### src/rtl/rr_stream_mux.sv
// N-to-1 valid/ready stream mux with round-robin grant, per-packet locking
// and a registered output stage.
module rr_stream_mux #(
  parameter int WIDTH    = 8,
  parameter int CHANNELS = 4,
  parameter int CH_W     = $clog2(CHANNELS)
) (
  input  logic                      clk,
  input  logic                      rst,
  input  logic [CHANNELS-1:0]       in_valid,
  output logic [CHANNELS-1:0]       in_ready,
  input  logic [CHANNELS*WIDTH-1:0] in_data,
  input  logic [CHANNELS-1:0]       in_last,
  output logic                      out_valid,
  input  logic                      out_ready,
  output logic [WIDTH-1:0]          out_data,
  output logic                      out_last,
  output logic [CH_W-1:0]           out_chan
);

  // state  | meaning
  // IDLE   | no packet open; grant goes round-robin starting at ptr
  // LOCKED | packet open on lck; only lck may be granted until its last beat

  typedef enum logic {IDLE = 1'b0, LOCKED = 1'b1} state_t;

  localparam int IW = CH_W + 1;

  state_t          state, state_nxt;
  logic [CH_W-1:0] ptr, lck, rr_grant, grant, ptr_nxt;
  logic [IW-1:0]   idx;
  logic            rr_found, load_en, accept;
  logic [WIDTH-1:0] grant_data;

  // Candidate index is computed one bit wider so non-power-of-two counts wrap cleanly.
  always_comb begin
    rr_grant = ptr;
    rr_found = 1'b0;
    idx      = '0;
    for (int k = 0; k < CHANNELS; k++) begin
      idx = {1'b0, ptr} + IW'(k);
      if (idx >= IW'(CHANNELS)) idx = idx - IW'(CHANNELS);
      if (!rr_found && in_valid[idx[CH_W-1:0]]) begin
        rr_grant = idx[CH_W-1:0];
        rr_found = 1'b1;
      end
    end
  end

  always_comb begin
    grant_data = '0;
    for (int i = 0; i < CHANNELS; i++) begin
      if (grant == CH_W'(i)) grant_data = in_data[i*WIDTH +: WIDTH];
    end
  end

  assign grant   = (state == LOCKED) ? lck : rr_grant;
  assign load_en = !out_valid || out_ready;
  assign accept  = !rst && load_en && in_valid[grant];
  assign ptr_nxt = (grant == CH_W'(CHANNELS-1)) ? '0 : grant + CH_W'(1);

  always_ff @(posedge clk or posedge rst) begin
    if (rst) state <= IDLE;
    else     state <= state_nxt;
  end

  always_comb begin
    state_nxt = state;
    if (accept) state_nxt = in_last[grant] ? IDLE : LOCKED;
  end

  always_comb begin
    in_ready = '0;
    if (!rst && load_en && (state == LOCKED || rr_found)) in_ready[grant] = 1'b1;
  end

  always_ff @(posedge clk or posedge rst) begin
    if (rst) begin
      ptr       <= '0;
      lck       <= '0;
      out_valid <= 1'b0;
      out_data  <= '0;
      out_last  <= 1'b0;
      out_chan  <= '0;
    end else begin
      if (accept) begin
        if (in_last[grant]) ptr <= ptr_nxt;
        else                lck <= grant;
      end
      // An idle load slot drops valid but keeps the last beat visible.
      if (load_en) begin
        out_valid <= accept;
        if (accept) begin
          out_data <= grant_data;
          out_last <= in_last[grant];
          out_chan <= grant;
        end
      end
    end
  end

endmodule

### config.mk
export PLATFORM = sky130hd
export DESIGN_NAME = rr_stream_mux
export DESIGN_NICKNAME = d
export VERILOG_FILES = /design/src/rtl/rr_stream_mux.sv
export SDC_FILE = /design/constraint.sdc
export NUM_CORES = 1
export LEC_CHECK = 0
export CAP_MARGIN = 15
export CORE_UTILIZATION = 28
export CTS_CLUSTER_DIAMETER = 150
export DETAILED_ROUTE_END_ITERATION = 10
export HOLD_SLACK_MARGIN = 0.15
export PLACE_DENSITY_LB_ADDON = 0.25
export SLEW_MARGIN = 30
export SYNTH_ARGS = -nofsm -noshare
export SYNTH_HDL_FRONTEND = slang
export SYNTH_SLANG_ARGS = --single-unit
### constraint.sdc
create_clock -name clk -period 4.9 [get_ports clk]
set_input_delay 1.225 -clock clk [delete_from_list [all_inputs] [get_ports clk]]
set_output_delay 1.225 -clock clk [all_outputs]
set_load 0.005 [all_outputs]
==> impl_metrics.csv, run 1 <==
group,metric,value,unit
outcome,status,"finished clean",
yosys,ys_types,36,
worst_setup_path,r2r-end,"out_data[5]$_DFFE_PP0P_",
yosys,avgSynthCellArea,8.17,um^2
floorplan,initial_core_util,29.6,%
worst_setup_path,crit_end,"in_ready[0]",
clock_network,path_clk_slew,0.06,ns
worst_setup_path,max_stage_delay,0.51,ns
timing,whs,0.492,ns
global_route,grt_pass1_vias,1367,
clock_network,post_cts_buffers,0,
clock_network,clock_latency,0.25,ns
finish,diodes,0,
timing,slew_viol_final,0,
clock_network,cts_buffer_depth,2,
routing,via_per_inst,4.95,
timing,worst_pin_slew,0.625,ns
routing,routed_wl,3360,um
pwr,leakagePower,0.818,nW
worst_setup_path,critPathCaptureType,"primary output",
place,dp_hpwl,2620,um
worst_setup_path,crit_required,3.67,ns
timing,hold_violations,0,
place,place_inst,265,
timing,period_needed,4.72,ns
routing,vias,1331,
floorplan,core,4410,um^2
clock_network,cts_buffers,3,
worst_setup_path,worstSetupStartpoint,"in_valid[2]",
worst_setup_path,cp.buffers_inverters,3,
worst_setup_path,crit_fanout,7,
worst_setup_path,r2r_cells,12,
timing,setup_violations,0,
finish,area_growth,52.5,%
worst_setup_path,crit_type,"in2out",
clock_network,cts_tree,"built",
pwr,p_sw,0.000443,W
global_route,grt_pass1_wl,5930,um
place,gp_congestion,0.732,
yosys,ys_seq_elements,17,
clock_network,ctsHtreeMaxLevel,1,
timing,max_freq,212,MHz
worst_setup_path,r2r_setup_slack,2.10,ns
worst_setup_path,path_depth,8,
clock_network,cts_sinks,17,
global_route,antenna_found_initial,0,
yosys,synth-seq-area-share,32.5,%
timing,min_period_over_period,96.3,%
worst_setup_path,r2r-start,"ptr[1]$_DFFE_PP0P_",
worst_setup_path,timing.critical_path.max_delay_family,"buffers and inverters",
pwr,ir_drop,280,uV
worst_setup_path,worstPathCellList,"clkdlybuf4s50_1 -> nor2b_1 -> o21a_1 -> o41ai_4 -> inv_1 -> ha_1 -> and2_1 -> clkdlybuf4s50_1",
pwr,comb_power_share,64.9,%
worst_hold_path,hold_path_class,"reg2reg",
floorplan,die_x,70.3,um
pwr,pwr-share-seq,25.4,%
routing,drc,0,
place,io_buffers,58,
clock_network,cts_resized,0,
yosys,syn_inst,160,
timing,tns,0,ns
clock_network,cts-root-buf,"clkbuf_8",
yosys,syn-cell-area,1310,um^2
pwr,switching_share,41.6,%
floorplan,fp-row-count,24,
pwr,p_int,0.000622,W
worst_setup_path,arrival,3.49,ns
floorplan,dieArea,4950,um^2
floorplan,io-pin-count,59,
timing,relSlewSlack,58.3,%
pwr,p_per_area,534,nW/um^2
routing,antenna_left,0,
yosys,yosys_warnings,0,
clock_network,cts_hold_buf,0,
floorplan,fp.dieH,70.3,um
pwr,clkPwrFrac,9.7,%
finish,drive_above_1_share,6.91,%
global_route,grt_usage,14.5,%
worst_setup_path,path_common_cell,"clkdlybuf4s50_1",
global_route,grt_max_degree,27,
routing,drt_iter0_markers,34,
finish,nNetsFinal,265,
flow_run,cap_viol_max_count,0,
timing,rsz0062_at_grt,"false",
yosys,syn-num-nets,207,
worst_setup_path,slowest_stage,"clkdlybuf4s50_1",
timing,fin_skew,0.000958,ns
routing,first_pass_iters,4,
worst_setup_path,critPathLaunchType,"input port",
global_route,gr-total-overflow,0,
finish,final_util,45.2,%
finish,fin_cells,269,
routing,wl_per_cell,12.5,um
registers in the layout (all words and copies together) (netlist names):
| register | count |
|---|---|
| state | 1 |
| lck | 2 |
| out_last | 1 |
| out_chan | 2 |
| out_data | 8 |
| ptr | 2 |
| out_valid | 1 |
synthesized netlist by cell type:
library cell	number	share of area (%)
nor2_1	30	8.6
a21oi_1	28	11
dfrtp_1	17	33
inv_1	8	2.3
nand2_1	8	2.3
a22oi_1	7	4.0
clkbuf_1	7	2.0
mux2i_1	5	3.8
and2_1	4	1.9
ha_1	4	3.8
nand2b_1	4	1.9
o21a_1	4	2.3
o21ai_0	4	1.5
buf_2	3	1.1
nor2b_1	3	1.4
a21o_1	2	1.1
nor3_1	2	0.77
o211ai_1	2	1.1
a211oi_1	1	0.57
a21boi_0	1	0.57
a221oi_1	1	0.67
a2bb2oi_1	1	0.67
a32oi_1	1	0.67
and2b_1	1	0.57
buf_4	1	0.57
mux2_1	1	0.86
mux2_4	1	1.1
mux4_2	1	1.7
nand2_2	1	0.48
o2bb2ai_4	1	2.1
o311ai_0	1	0.67
o31ai_4	1	1.6
o41ai_4	1	2.1
or2_1	1	0.48
or3_1	1	0.48
or4_1	1	0.57
worst reg2reg max path, stage by stage, from the launching register on:
cell	delay, ns
dfrtp_1	0.57
a221oi_1	0.22
o31ai_4	0.46
inv_1	0.13
ha_1	0.22
buf_4	0.17
nor2b_1	0.37
a22oi_1	0.14
nor2_1	0.11
a21oi_1	0.06
nor2_1	0.10
a21oi_1	0.05
a21oi_1	0.14
layer usage:
| layer | global-route usage [%] | wire length (um) |
|---|---|---|
| met1 | 19.1 | 1530 |
| met2 | 24.3 | 1590 |
| met3 | 4.18 | 235 |
| met4 | 1.11 | 0 |
| met5 | 0 | 0 |
kinds of logic (layout without fill, tap and decap cells):
group / count (synthesis) / after routing / synth area share [%]
mux: 8 / 8 / 7.56
fa+ha+maj: 4 / 4 / 3.83
buf+inv: 19 / 76 / 6.03
compound gates: 56 / 56 / 30.5
simple gates: 56 / 56 / 19.5
flops: 17 / 17 / 32.5
metrics by stage:
step                      power (W)  setup WS [ns]  cell area, um^2
after floorplan            0.000713          0.752             1310
after detailed placement   0.000975          0.158             1950
after CTS                   0.00108          0.155             1990
after global routing        0.00118         0.0212             1990
after global placement     0.000970          0.214             1950
final                       0.00107          0.182             1990
area by class of cell:
| type | instances | area [um^2] |
|---|---|---|
| fill | 443 | 2420 |
| tap | 52 | 65.1 |
| clock buffer | 4 | 45.0 |
| multi-input combinational | 124 | 803 |
| sequential | 17 | 425 |
| timing repair buffer | 64 | 626 |
| inverter | 8 | 30.0 |
power by group through the flow:
stage,clock (W),combinational (W),sequential (W)
after floorplan,0,0.000467,0.000246
after CTS,0.000105,0.000706,0.000271
after detailed placement,0,0.000703,0.000272
after global routing,0.000112,0.000785,0.000283
after global placement,0,0.000700,0.000270
final,0.000103,0.000691,0.000270
placed cells by master, fill, tap and decap left out, types with 5 or more instances in the layout:
master and count:
clkdlybuf4s50_1 58, nor2_1 30, a21oi_1 28, dfrtp_1 17, inv_1 8, nand2_1 8, a22oi_1 7, buf_4 6
mux2i_1 5
how the worst min path moves through the flow:
stage          depth (start not counted)  slack (ns)          startpoint                  to
2_1_floorplan                          1        0.46  lck[1]$_DFFE_PP0P_  lck[1]$_DFFE_PP0P_
6_report                               1        0.49  lck[1]$_DFFE_PP0P_  lck[1]$_DFFE_PP0P_
5_1_grt                                1        0.52  lck[1]$_DFFE_PP0P_  lck[1]$_DFFE_PP0P_
3_5_place_dp                           1        0.48  lck[1]$_DFFE_PP0P_  lck[1]$_DFFE_PP0P_
3_3_place_gp                           1        0.47  lck[1]$_DFFE_PP0P_  lck[1]$_DFFE_PP0P_
4_1_cts                                1        0.50  lck[1]$_DFFE_PP0P_  lck[1]$_DFFE_PP0P_
No activity file was read; power rests on OpenSTA's default activity.
==> run 2, diff against run 1 <==
--- a/config.mk
+++ b/config.mk
@@ -7,9 +7,9 @@
 export LEC_CHECK = 0
 export CAP_MARGIN = 15
-export CORE_UTILIZATION = 28
+export CORE_UTILIZATION = 45
 export CTS_CLUSTER_DIAMETER = 150
 export DETAILED_ROUTE_END_ITERATION = 10
 export HOLD_SLACK_MARGIN = 0.15
-export PLACE_DENSITY_LB_ADDON = 0.25
+export PLACE_DENSITY = 0.95
 export SLEW_MARGIN = 30
 export SYNTH_ARGS = -nofsm -noshare
==> constraint.sdc (replaced) <==
create_clock -name clk -period 4.9 [get_ports clk]
set_input_delay 1.225 -clock clk [delete_from_list [all_inputs] [get_ports clk]]
set_output_delay 1.225 -clock clk [all_outputs]
set_load 0.01 [all_outputs]
==> impl_metrics.csv, run 2 (synthesis results as in run 1) <==
group,metric,value,unit
floorplan,dieArea,3130,um^2
place,io_buffers,58,
global_route,grt_usage,22.6,%
clock_network,clock_latency,0.29,ns
worst_setup_path,r2r-end,"lck[1]$_DFFE_PP0P_",
worst_setup_path,critPathLaunchType,"input port",
finish,drive_above_1_share,8.64,%
worst_setup_path,crit_fanout,4,
timing,hold_violations,0,
worst_setup_path,cp.buffers_inverters,3,
worst_setup_path,timing.critical_path.max_delay_family,"buffers and inverters",
timing,setup_violations,0,
routing,first_pass_iters,4,
worst_setup_path,max_stage_delay,0.47,ns
timing,relSlewSlack,58.4,%
outcome,status,"finished clean",
timing,period_needed,4.73,ns
timing,tns,0,ns
worst_hold_path,worstHoldPathCells,1,
floorplan,die_x,55.9,um
worst_setup_path,crit_required,3.67,ns
routing,drt_iter0_markers,43,
pwr,ir_drop,399,uV
global_route,grt_pass1_vias,1285,
clock_network,cts_hold_buf,0,
finish,regMostFlops,"out_data",
floorplan,core,2760,um^2
worst_hold_path,hold_path_class,"reg2reg",
floorplan,fp-row-count,19,
routing,drc,0,
routing,antenna_left,0,
global_route,antenna_found_initial,0,
clock_network,ctsHtreeMaxLevel,1,
flow_run,cap_viol_max_count,0,
routing,wl_per_cell,12.8,um
worst_setup_path,path_common_cell,"clkdlybuf4s50_1",
finish,diodes,0,
worst_setup_path,crit_type,"in2out",
clock_network,cts_buffers,3,
floorplan,initial_core_util,47.4,%
place,dp_hpwl,2500,um
global_route,grt_max_degree,27,
timing,worst_pin_slew,0.623,ns
worst_hold_path,hp-start,"lck[1]$_DFFE_PP0P_",
floorplan,io-pin-count,59,
floorplan,fp.dieH,55.9,um
worst_setup_path,critPathCaptureType,"primary output",
place,pre_cts_ws,0.0753,ns
clock_network,cts_tree,"built",
finish,area_growth,51.1,%
timing,slew_viol_final,0,
worst_setup_path,worstPathCellList,"clkdlybuf4s50_1 -> a21boi_0 -> o21a_1 -> o41ai_4 -> inv_1 -> ha_1 -> and2_1 -> clkdlybuf4s50_1",
pwr,p_per_area,544,nW/um^2
clock_network,cts-root-buf,"clkbuf_4",
timing,fin_ws,0.170,ns
timing,min_period_over_period,96.5,%
routing,vias,1366,
timing,rsz0062_at_grt,"false",
worst_hold_path,hold_end,"lck[1]$_DFFE_PP0P_",
global_route,gr-total-overflow,0,
routing,via_per_inst,5.44,
pwr,leakagePower,0.838,nW
worst_setup_path,r2r_cells,8,
clock_network,cts_sinks,17,
finish,final_cell_mix,"clkdlybuf4s50_1 (57), nor2_1 (30), a21oi_1 (28)",
finish,nNetsFinal,268,
routing,routed_wl,3220,um
worst_setup_path,r2r_setup_slack,2.02,ns
worst_setup_path,arrival,3.51,ns
clock_network,path_clk_slew,0.10,ns
finish,fill_cells,214,
global_route,grt_pass1_wl,5620,um
finish,largest_register_ffs,8,
clock_network,cts_buffer_depth,2,
timing,fin_skew,0.00106,ns
timing,max_freq,211,MHz
worst_setup_path,r2r-start,"ptr[1]$_DFFE_PP0P_",
place,gp_congestion,0.811,
finish,layout_commonest_cell,"clkdlybuf4s50_1",
worst_setup_path,slowest_stage,"clkdlybuf4s50_1",
run 2: cell types whose count changed in the layout (fill, tap and decap cells not counted):
cell / before / now
clkbuf_1: 1 / 0
buf_4: 6 / 9
clkbuf_4: 0 / 3
clkbuf_8: 3 / 0
clkdlybuf4s50_1: 58 / 57
clkinv_2: 0 / 1
dlymetal6s2s_1: 0 / 1
run 2: metrics by stage:
stage	total power, W	utilization, %	hold slack, ns	std cells	cell area, um^2
6_report	0.00107	71.6	0.500	251	1980
2_1_floorplan	0.000736	-	0.458	160	1310
3_5_place_dp	0.000984	70.0	0.475	245	1930
3_3_place_gp	0.000964	70.0	0.473	245	1930
4_1_cts	0.00106	71.0	0.498	249	1960
5_1_grt	0.00117	71.6	0.525	251	1980
run 2: repair_timing:
item | 4_1_cts | 5_1_grt
endpoints found under the setup margin | 0 | 2
setup buffers | 0 | 2
gates resized for setup | 0 | 1
run 2: worst register-to-register path: stages, from the launching register on:
cell	delay, ns
dfrtp_1	0.58
a21boi_0	0.18
o21a_1	0.25
o41ai_4	0.42
buf_4	0.19
mux2i_1	0.13
o2bb2ai_4	0.51
and2b_1	0.22
mux2_1	0.31
run 2: worst max-delay path by stage:
| stage | depth (start not counted) | to | start |
|---|---|---|---|
| floorplan | 7 | in_ready[3] | in_valid[0] |
| global placement | 8 | in_ready[0] | in_valid[3] |
| detailed placement | 8 | in_ready[0] | in_valid[3] |
| CTS | 8 | in_ready[0] | in_valid[3] |
| global route | 9 | in_ready[0] | in_valid[0] |
| finish | 8 | in_ready[0] | in_valid[2] |
run 2: layout make-up:
cell class	instances	area [um^2]	share of cell area (%)
clock buffer	3	22.5	1.14
clock inverter	1	5.00	0.253
inverter	8	30.0	1.52
multi-input combinational	124	803	40.7
sequential	17	425	21.5
tap	31	38.8	1.96
timing repair buffer	67	651	32.9
run 2: layer usage:
metal / global-route usage, % / vias up / part of all wire, %
met3: 3.02 / 8 / 5.8
met1: 30.2 / 617 / 44
met4: 10.5 / 0 / 2.0
met5: 0 / - / 0
li1: - / 681 / -
met2: 36.7 / 60 / 48
run 2: power breakdown:
part | internal (W) | switching, W | total (W) | leakage [nW]
clock | 0.0000303 | 0.0000438 | 0.0000742 | 0.0177
combinational | 0.000371 | 0.000358 | 0.000730 | 0.622
sequential | 0.000208 | 0.0000624 | 0.000270 | 0.198
total | 0.000609 | 0.000465 | 0.00107 | 0.838
